**config.mk**
```make
export PLATFORM = sky130hd
export DESIGN_NAME = fp_add_arbiter_flat
export DESIGN_NICKNAME = d
export VERILOG_FILES = /design/src/rtl/fp_add_arbiter_if.sv /design/src/rtl/fp_add_arbiter.sv /design/src/flat_wrapper.sv
export SDC_FILE = /design/constraint.sdc
export NUM_CORES = 1
export LEC_CHECK = 0
export BUFFER_PORTS_ARGS = -buffer_cell sky130_fd_sc_hd__buf_2
export CAP_MARGIN = 30
export CELL_PAD_IN_SITES_DETAIL_PLACEMENT = 1
export CELL_PAD_IN_SITES_GLOBAL_PLACEMENT = 2
export CORE_AREA = 2 2 182 184
export DETAILED_ROUTE_END_ITERATION = 10
export DIE_AREA = 0 0 184 186
export PLACE_DENSITY_LB_ADDON = 0.08
export SKIP_CTS_REPAIR_TIMING = 1
export SLEW_MARGIN = 25
export SYNTH_ARGS = -nofsm -noshare
export SYNTH_HDL_FRONTEND = slang
export SYNTH_SLANG_ARGS = --single-unit
```
**constraint.sdc**
```tcl
create_clock -name clk -period 8.5 [get_ports clk]
set_input_delay 1.7 -clock clk [delete_from_list [all_inputs] [get_ports clk]]
set_output_delay 1.7 -clock clk [all_outputs]
set_load 0.02 [all_outputs]
```
**src/rtl/fp_add_arbiter_if.sv**
```systemverilog
// fp_add_arbiter_if: bundle between the datapath clients, the fp_add core and the arbiter.
//   req/req_a/req_b : per-requester request level and operands (32 bits per requester)
//   gnt             : one-hot combinational grant back to the requesters
//   add_areset      : active-high reset to the fp_add core
//   add_a/add_b     : registered operands to the core; add_q: sum from the core
//   rsp_valid/id/q  : result strobe, originating requester and sum
//   busy            : any request pending or any operation in flight
//   stat_clr        : synchronous clear of the issue counters; stat_cnt: 16 bits per requester
// Modport slave is the arbiter side; master is the client/core side.
interface fp_add_arbiter_if #(
   parameter int unsigned NREQ = 4,
   parameter int unsigned IDW  = $clog2(NREQ)
);
   logic [NREQ-1:0]      req;
   logic [32*NREQ-1:0]   req_a;
   logic [32*NREQ-1:0]   req_b;
   logic [NREQ-1:0]      gnt;
   logic                 add_areset;
   logic [31:0]          add_a;
   logic [31:0]          add_b;
   logic [31:0]          add_q;
   logic                 rsp_valid;
   logic [IDW-1:0]       rsp_id;
   logic [31:0]          rsp_q;
   logic                 busy;
   logic                 stat_clr;
   logic [16*NREQ-1:0]   stat_cnt;

   modport slave (
      input  req, req_a, req_b, add_q, stat_clr,
      output gnt, add_areset, add_a, add_b, rsp_valid, rsp_id, rsp_q, busy, stat_cnt
   );

   modport master (
      output req, req_a, req_b, add_q, stat_clr,
      input  gnt, add_areset, add_a, add_b, rsp_valid, rsp_id, rsp_q, busy, stat_cnt
   );
endinterface

```
**src/rtl/fp_add_arbiter.sv**
```systemverilog
// fp_add_arbiter: round-robin scheduler sharing one pipelined fp_add core between NREQ
// requesters. At most one grant per cycle; the granted operands are registered into the
// core and a {valid, id} tag pipeline tracks each operation so the sum returns with the
// id of the requester that issued it.
// Ports:
//   clk      : clock, rising edge
//   areset_n : asynchronous active-low reset
//   bus      : fp_add_arbiter_if.slave (requests, grant, core operands/result, response,
//              busy, statistics)
// Optional feature: define FP_ARB_STATS_EN to build the per-requester saturating issue
// counters; without it stat_cnt is tied to zero and stat_clr is ignored.
module fp_add_arbiter #(
   parameter int unsigned NREQ = 4,
   parameter int unsigned LAT  = 7,
   parameter int unsigned IDW  = $clog2(NREQ)
) (
   input  logic          clk,
   input  logic          areset_n,
   fp_add_arbiter_if.slave bus
);

   logic [IDW-1:0]          ptr_q, ptr_d;
   logic [31:0]             add_a_q, add_a_d;
   logic [31:0]             add_b_q, add_b_d;
   // Stage 0 is loaded on the issue edge alongside add_a/add_b; stages 1..LAT follow the
   // core latency, so the last stage lines up with add_q.
   logic [LAT:0]            tag_vld_q, tag_vld_d;
   logic [LAT:0][IDW-1:0]   tag_id_q, tag_id_d;

   logic [NREQ-1:0]         gnt;
   logic                    gnt_any;
   logic [IDW-1:0]          gnt_id;
   logic [IDW-1:0]          cand;

   // Rotating priority search starting at ptr_q.
   always_comb begin
      gnt     = '0;
      gnt_any = 1'b0;
      gnt_id  = '0;
      cand    = '0;
      for (int unsigned off = 0; off < NREQ; off++) begin
         cand = IDW'((32'(ptr_q) + off) % NREQ);
         if (!gnt_any && bus.req[cand]) begin
            gnt_any   = 1'b1;
            gnt_id    = cand;
            gnt[cand] = 1'b1;
         end
      end
   end

   always_comb begin
      ptr_d   = ptr_q;
      add_a_d = add_a_q;
      add_b_d = add_b_q;
      if (gnt_any) begin
         ptr_d   = (gnt_id == IDW'(NREQ - 1)) ? '0 : gnt_id + IDW'(1);
         add_a_d = bus.req_a[32*gnt_id +: 32];
         add_b_d = bus.req_b[32*gnt_id +: 32];
      end
      tag_vld_d = {tag_vld_q[LAT-1:0], gnt_any};
      tag_id_d  = {tag_id_q[LAT-1:0], gnt_id};
   end

   always_ff @(posedge clk or negedge areset_n) begin
      if (!areset_n) begin
         ptr_q     <= '0;
         add_a_q   <= '0;
         add_b_q   <= '0;
         tag_vld_q <= '0;
         tag_id_q  <= '0;
      end else begin
         ptr_q     <= ptr_d;
         add_a_q   <= add_a_d;
         add_b_q   <= add_b_d;
         tag_vld_q <= tag_vld_d;
         tag_id_q  <= tag_id_d;
      end
   end

   assign bus.gnt        = gnt;
   assign bus.add_areset = ~areset_n;
   assign bus.add_a      = add_a_q;
   assign bus.add_b      = add_b_q;
   assign bus.rsp_valid  = tag_vld_q[LAT];
   assign bus.rsp_id     = tag_id_q[LAT];
   assign bus.rsp_q      = bus.add_q;
   assign bus.busy       = (|bus.req) | (|tag_vld_q);

`ifdef FP_ARB_STATS_EN
   logic [NREQ-1:0][15:0] stat_q, stat_d;

   // Clear wins over a same-edge grant; counters stick at 16'hFFFF.
   always_comb begin
      stat_d = stat_q;
      for (int unsigned i = 0; i < NREQ; i++) begin
         if (bus.stat_clr) begin
            stat_d[i] = '0;
         end else if (gnt[i] && (stat_q[i] != 16'hFFFF)) begin
            stat_d[i] = stat_q[i] + 16'd1;
         end
      end
   end

   always_ff @(posedge clk or negedge areset_n) begin
      if (!areset_n) begin
         stat_q <= '0;
      end else begin
         stat_q <= stat_d;
      end
   end

   assign bus.stat_cnt = stat_q;
`else
   logic unused_stat_clr;
   assign unused_stat_clr = bus.stat_clr;
   assign bus.stat_cnt    = '0;
`endif

endmodule

```
**src/flat_wrapper.sv**
```systemverilog
// flat-port wrapper written by rule: the top's interface ports become plain ports
module fp_add_arbiter_flat 
#(
   parameter int unsigned NREQ = 4,
   parameter int unsigned LAT  = 7,
   parameter int unsigned IDW  = $clog2(NREQ)
)
  (clk, areset_n, bus_req, bus_req_a, bus_req_b, bus_add_q, bus_stat_clr, bus_gnt, bus_add_areset, bus_add_a, bus_add_b, bus_rsp_valid, bus_rsp_id, bus_rsp_q, bus_busy, bus_stat_cnt);
  fp_add_arbiter_if #(.NREQ(NREQ), .IDW(IDW)) bus_i ();
  input  logic clk;
  input  logic areset_n;
  input wire logic [$bits(bus_i.req)-1:0] bus_req;
  input wire logic [$bits(bus_i.req_a)-1:0] bus_req_a;
  input wire logic [$bits(bus_i.req_b)-1:0] bus_req_b;
  input wire logic [$bits(bus_i.add_q)-1:0] bus_add_q;
  input wire logic [$bits(bus_i.stat_clr)-1:0] bus_stat_clr;
  output wire logic [$bits(bus_i.gnt)-1:0] bus_gnt;
  output wire logic [$bits(bus_i.add_areset)-1:0] bus_add_areset;
  output wire logic [$bits(bus_i.add_a)-1:0] bus_add_a;
  output wire logic [$bits(bus_i.add_b)-1:0] bus_add_b;
  output wire logic [$bits(bus_i.rsp_valid)-1:0] bus_rsp_valid;
  output wire logic [$bits(bus_i.rsp_id)-1:0] bus_rsp_id;
  output wire logic [$bits(bus_i.rsp_q)-1:0] bus_rsp_q;
  output wire logic [$bits(bus_i.busy)-1:0] bus_busy;
  output wire logic [$bits(bus_i.stat_cnt)-1:0] bus_stat_cnt;
  assign bus_i.req = bus_req;
  assign bus_i.req_a = bus_req_a;
  assign bus_i.req_b = bus_req_b;
  assign bus_i.add_q = bus_add_q;
  assign bus_i.stat_clr = bus_stat_clr;
  assign bus_gnt = bus_i.gnt;
  assign bus_add_areset = bus_i.add_areset;
  assign bus_add_a = bus_i.add_a;
  assign bus_add_b = bus_i.add_b;
  assign bus_rsp_valid = bus_i.rsp_valid;
  assign bus_rsp_id = bus_i.rsp_id;
  assign bus_rsp_q = bus_i.rsp_q;
  assign bus_busy = bus_i.busy;
  assign bus_stat_cnt = bus_i.stat_cnt;
  fp_add_arbiter #(.NREQ(NREQ), .LAT(LAT), .IDW(IDW)) u_core (.clk(clk), .areset_n(areset_n), .bus(bus_i));
endmodule
```
Yosys cells after proc, flatten, opt, wreduce, memory -nomap -nowiden --
Index checks and enable logic that the tools add are counted.
Cells by class: bitwise gates (word level) 5, shift-type cells 2, eq/ne operators 1, $add $sub $neg 4, magnitude comparators 8, reduce and logical (&&, ||, !) cells 12, muxes and demuxes 29
Operator list (number):
- 128-bit by 8-bit indexed part select with 32-bit output | 2
- 4-bit 2-to-1 mux | 4
- 2-bit by 3-bit less-than comparator with 1-bit output (second input constant) | 4
- 1-bit 2-to-1 mux | 12
- 4-bit OR | 3
- 2-bit 2-to-1 mux | 5
- 1-bit binary-select mux with 2-bit select | 4
- 1-bit demux with 2-bit select | 4
- 2-bit by 1-bit >= comparator with 1-bit output (second input constant) | 4
- 8-bit OR reduction | 1
- 1-bit logical AND | 7
- 2-bit by 1-bit adder with 2-bit output (second input constant) | 2
- 2-bit adder (second input constant) | 2
- 4-bit OR reduction | 1
- 1-bit zero test | 3
- 2-bit equality test (second input constant) | 1
- 1-bit NOT | 1
- 1-bit OR | 1
Word-level totals: register bits after elaboration 90, output and inout port bits 169, input bits 295

Logic depth before layout (Yosys ltp) --
word-level depth 14, depth in mapped cells 12, depth with buffers taken out 8

Worst setup path after synthesis --
OpenSTA, ideal clock, no wires.
path type input to output, start point input bus_req[1], end point output bus_gnt[0], slack 3637 ps, required time 6800 ps, cell stages on the path 6, path buffers 1, data arrival time 3163 ps, cells stage by stage mux2_1 mux2_2 clkbuf_1 nor3b_1 a22oi_1 o21ai_0
Between the ends: word-level cells in the longest chain between the ends 12, elaborated cells between the ends (all ways) 24, classes of those cells 15 x mux; 3 x bitwise; 6 x reduce/logical
RTL lines:
- from (decl) | line flat_wrapper.sv:12 | input wire logic [$bits(bus_i.req)-1:0] bus_req;
- 1-bit binary-select mux with 2-bit select | line fp_add_arbiter.sv:43 | if (!gnt_any && bus.req[cand]) begin
- 1-bit 2-to-1 mux (not written as such) | line fp_add_arbiter.sv:43
- 1-bit 2-to-1 mux | line fp_add_arbiter.sv:43
- 1-bit zero test | line fp_add_arbiter.sv:43
- 1-bit logical AND | line fp_add_arbiter.sv:43
- 1-bit 2-to-1 mux | line fp_add_arbiter.sv:43
- 1-bit zero test | line fp_add_arbiter.sv:43
- 1-bit logical AND | line fp_add_arbiter.sv:43
- 1-bit 2-to-1 mux | line fp_add_arbiter.sv:43
- 1-bit zero test | line fp_add_arbiter.sv:43
- 1-bit logical AND | line fp_add_arbiter.sv:43
- 4-bit 2-to-1 mux * | line fp_add_arbiter.sv:43
- to (decl) | line flat_wrapper.sv:17 | output wire logic [$bits(bus_i.gnt)-1:0] bus_gnt;
Mark *: on every way between the ends. The rest lies on a longest branch, timed or not. The select of a mux whose other input is x is not followed.

Worst setup path after layout --
start point register u_core.ptr_q[0], end point output bus_gnt[1]
Between the ends: word-level cells in the longest chain between the ends 12, elaborated cells between the ends (all ways) 47, classes of those cells 3 x add/sub; 8 x order compare; 23 x mux; 3 x bitwise; 10 x reduce/logical
RTL lines:
- from (decl) | line fp_add_arbiter.sv:22 | logic [IDW-1:0] ptr_q, ptr_d;
- from (signal assigned) | line fp_add_arbiter.sv:72 | ptr_q <= ptr_d;
- branches (longest 11 deep; another with 2-bit by 3-bit less-than comparator with 1-bit output)
- 4-bit 2-to-1 mux * | line fp_add_arbiter.sv:43
Every way passes the cells marked *. The select of a mux whose other input is x is not followed.

==> metrics.md <==
| Metric | Value |
|---|---|
| Status | `completed` |
| Seq cells post-synth | `90` |
| Clock Path Buffers | `2` |
| Yosys cell types | `48` |
| FMAX | `0.181 GHz` |
| Slowest CP cell | `dfrtp_1` |
| Die area | `34200 um2` |
| Detailed Route WL | `32500 um` |
| Fin. Hold Viols | `0` |
| Most frequent cells in the layout | `buf_2 (333), mux2i_1 (128), dfrtp_1 (90)` |
| Initial drt markers | `541` |
| Top-level port count | `464` |
| Post-Synthesis Cells | `706` |
| Final setup fails | `0` |
| Yosys warns | `0` |
| Hold slack | `0.347 ns` |
| VDD IR-drop max | `0.660 mV` |
| Final period util | `64.9%` |
| Antenna violations before repair | `9` |
| Hpwl dp | `21400 um` |
| Vias | `7289` |
| Hold Crit Class | `reg -> reg` |
| Die Width | `184 um` |
| # placed instances | `1357` |
| Root Driver | `clkbuf_16` |
| Worst-path clk slew | `0.08 ns` |
| First-pass GRT wire length | `47100 um` |
| Fraction of layout instances using a drive strength above 1 | `39.4%` |
| Wire length per cell | `23.5 um` |
| Sequential power share | `20.4%` |
| Post-layout util | `28.3%` |
| Worst-Skew Late Latency | `0.35 ns` |
| Register area | `2250 um2` |
| Fin cells | `1382` |
| H-tree Lvls | `3` |
| Combinational group share of total power | `69.4%` |
| Max cap viols | `0` |
| Drt pass-1 iters | `10` |
| Worst-path maximum fanout | `21` |
| Initial core utilization | `22.7%` |
| Post-DRT Antenna Nets | `0` |
| Internal power | `0.00190 W` |
| Die Y-Extent | `186 um` |
| Mapped Area | `7330 um2` |
| FP Rows | `66` |
| Clock skew | `0.0113 ns` |
| CTS tree | `done` |
| CP top delay family | `flip-flops` |
| Max-slew violation count | `0` |
| P_leak | `4.38 nW` |
| Startpoint types | `register` |
| Switching share of power | `49.9%` |
| Max_slew headroom | `33.5%` |
| Vias per std cell | `5.27` |
| CP arrival | `3.82 ns` |
| Slew @ Worst Pin | `0.997 ns` |
| Cts bufs inserted | `9` |
| Vias in the first global route | `7723` |
| Core Area | `32200 um2` |
| Worst stage delay on the critical path | `0.84 ns` |
| Crit path capture type | `output pin` |
| Pwr dens | `416 nW/um2` |
| GRT Residual Overflow | `0` |
| Setup repair after global routing missed its margin | `no` |
| Syn avg cell area | `10.4 um2` |
| Setup CP Type | `reg -> out` |
| GRT Total Usage | `18.1%` |
| Worst Path Buf+Inv | `2` |
| Nets | `1262` |
| IO Port Bufs | `334` |
| Minimum clock period | `5.52 ns` |
| CP cell instances | `clkinv_1 > ha_1 > mux4_2 > nor2b_1 > a22oi_1 > o21ai_0 > buf_2` |
| Crit path required time | `6.80 ns` |
| Post-synthesis sequential area ratio | `30.7%` |
| Largest net degree at the start of global routing | `131` |
| Multi-input logic area | `4230 um2` |
| Clk pwr share | `10.3%` |
| # fillers | `3790` |
| DRC | `0` |
| Switching power total | `0.00189 W` |
| Clock Sinks | `90` |
| Gpl congestion | `0.718` |
| Setup_tns | `0 ns` |
| Commonest non-fill, non-tap cell in the layout | `buf_2` |
| Synth-to-layout area growth | `24.4%` |
## worst paths after layout
path                       depth (start not counted)                start  slack, ns                   end
min in group asynchronous                          1             areset_n       1.29  u_core.bus.add_b[27]
max                                                7      u_core.ptr_q[0]       2.98            bus_gnt[1]
max in group asynchronous                          3             areset_n       6.14  u_core.bus.rsp_id[0]
max reg2reg                                       10      u_core.ptr_q[0]       3.35  u_core.bus.add_a[16]
min                                                0  u_core.tag_id_d[15]       0.35  u_core.bus.rsp_id[1]
min reg2reg                                        0  u_core.tag_id_d[15]       0.35  u_core.bus.rsp_id[1]
## cells by family after synthesis
kind of cell | count (synthesis) | share of synthesized area [%]
AOI/OAI and AO/OA | 280 | 32.0
muxes | 134 | 18.9
and+or+nand+nor | 25 | 2.19
DFF | 90 | 30.7
other | 1 | 0.0512
buffers and inverters | 171 | 15.3
adders and majority gates | 5 | 0.854
## per-stage QoR
step	instance area, um2	total power, W	setup slack (ns)
floorplan	7560	0.00273	3.64
global placement	8780	0.00345	3.14
detailed placement	8780	0.00345	3.12
CTS	9060	0.00385	2.85
global route	9110	0.00408	2.56
finish	9110	0.00379	2.98
## power by group through the flow
stage / sequential (W) / combinational [W] / clock, W
6_report: 0.000772 / 0.00263 / 0.000389
5_1_grt: 0.000799 / 0.00285 / 0.000425
4_1_cts: 0.000775 / 0.00267 / 0.000409
3_5_place_dp: 0.000778 / 0.00267 / 0
3_3_place_gp: 0.000782 / 0.00267 / 0
2_1_floorplan: 0.000940 / 0.00179 / 0
## synth_stat cells (all sizes together)
library cell,number,area (um2)
nor3b,1,7.51
a221oi,2,23.8
mux2i,128,1280
ha,5,62.6
nor2,7,36.3
a21oi,2,10.0
a221o,1,10.0
o211ai,63,473
a31oi,1,6.26
conb,1,3.75
dfrtp,90,2250
nand2b,1,13.8
o311ai,1,8.76
inv,5,18.8
o41ai,1,8.76
clkinv,1,3.75
mux2,3,37.5
o21a,1,7.51
mux4,3,67.6
a22oi,71,533
o32ai,1,16.3
buf,130,966
clkbuf,35,131
nand2,6,22.5
a21bo,1,10.0
nor4,3,25.0
o21ai,7,35.0
and2,1,6.26
nor3,3,31.3
a222oi,63,631
nand3,1,5.00
o2bb2ai,1,8.76
nor2b,2,12.5
o22a,63,552
a211oi,1,7.51
## final cells by class
cell class	count	area share, %
repair buffers	347	19.9
well taps	408	5.60
clock buffers	11	2.55
multi-input cells	508	46.4
inverters	6	0.247
diodes	7	0.192
flip-flops and latches	90	24.7
clock inverters	5	0.426
## sequential cells by signal, summed over array words and instances (netlist names)
name               count
u_core.tag_vld_q       8
u_core.tag_id_d       14
u_core.bus.rsp_id      2
u_core.ptr_q           2
u_core.bus.add_a      32
u_core.bus.add_b      32
## routing by layer
| layer | GRT usage [%] | up-vias | wire, um |
|---|---|---|---|
| met5 | 0 | - | 27 |
| met4 | 6.11 | 4 | 558 |
| met3 | 2.82 | 47 | 1880 |
| met2 | 32.4 | 315 | 16600 |
| met1 | 22.0 | 3664 | 13500 |
| li1 | - | 3259 | - |
## worst reg2reg max path: cells and delay by family (launching register included)
kind            cells  cell delay (ns)
simple gates        3             1.10
fa+ha+maj           1             0.56
compound gates      2             0.38
buf+inv             3             1.82
mux                 1             0.35
flops               1             0.84
Power figures use the tool's default switching activity.
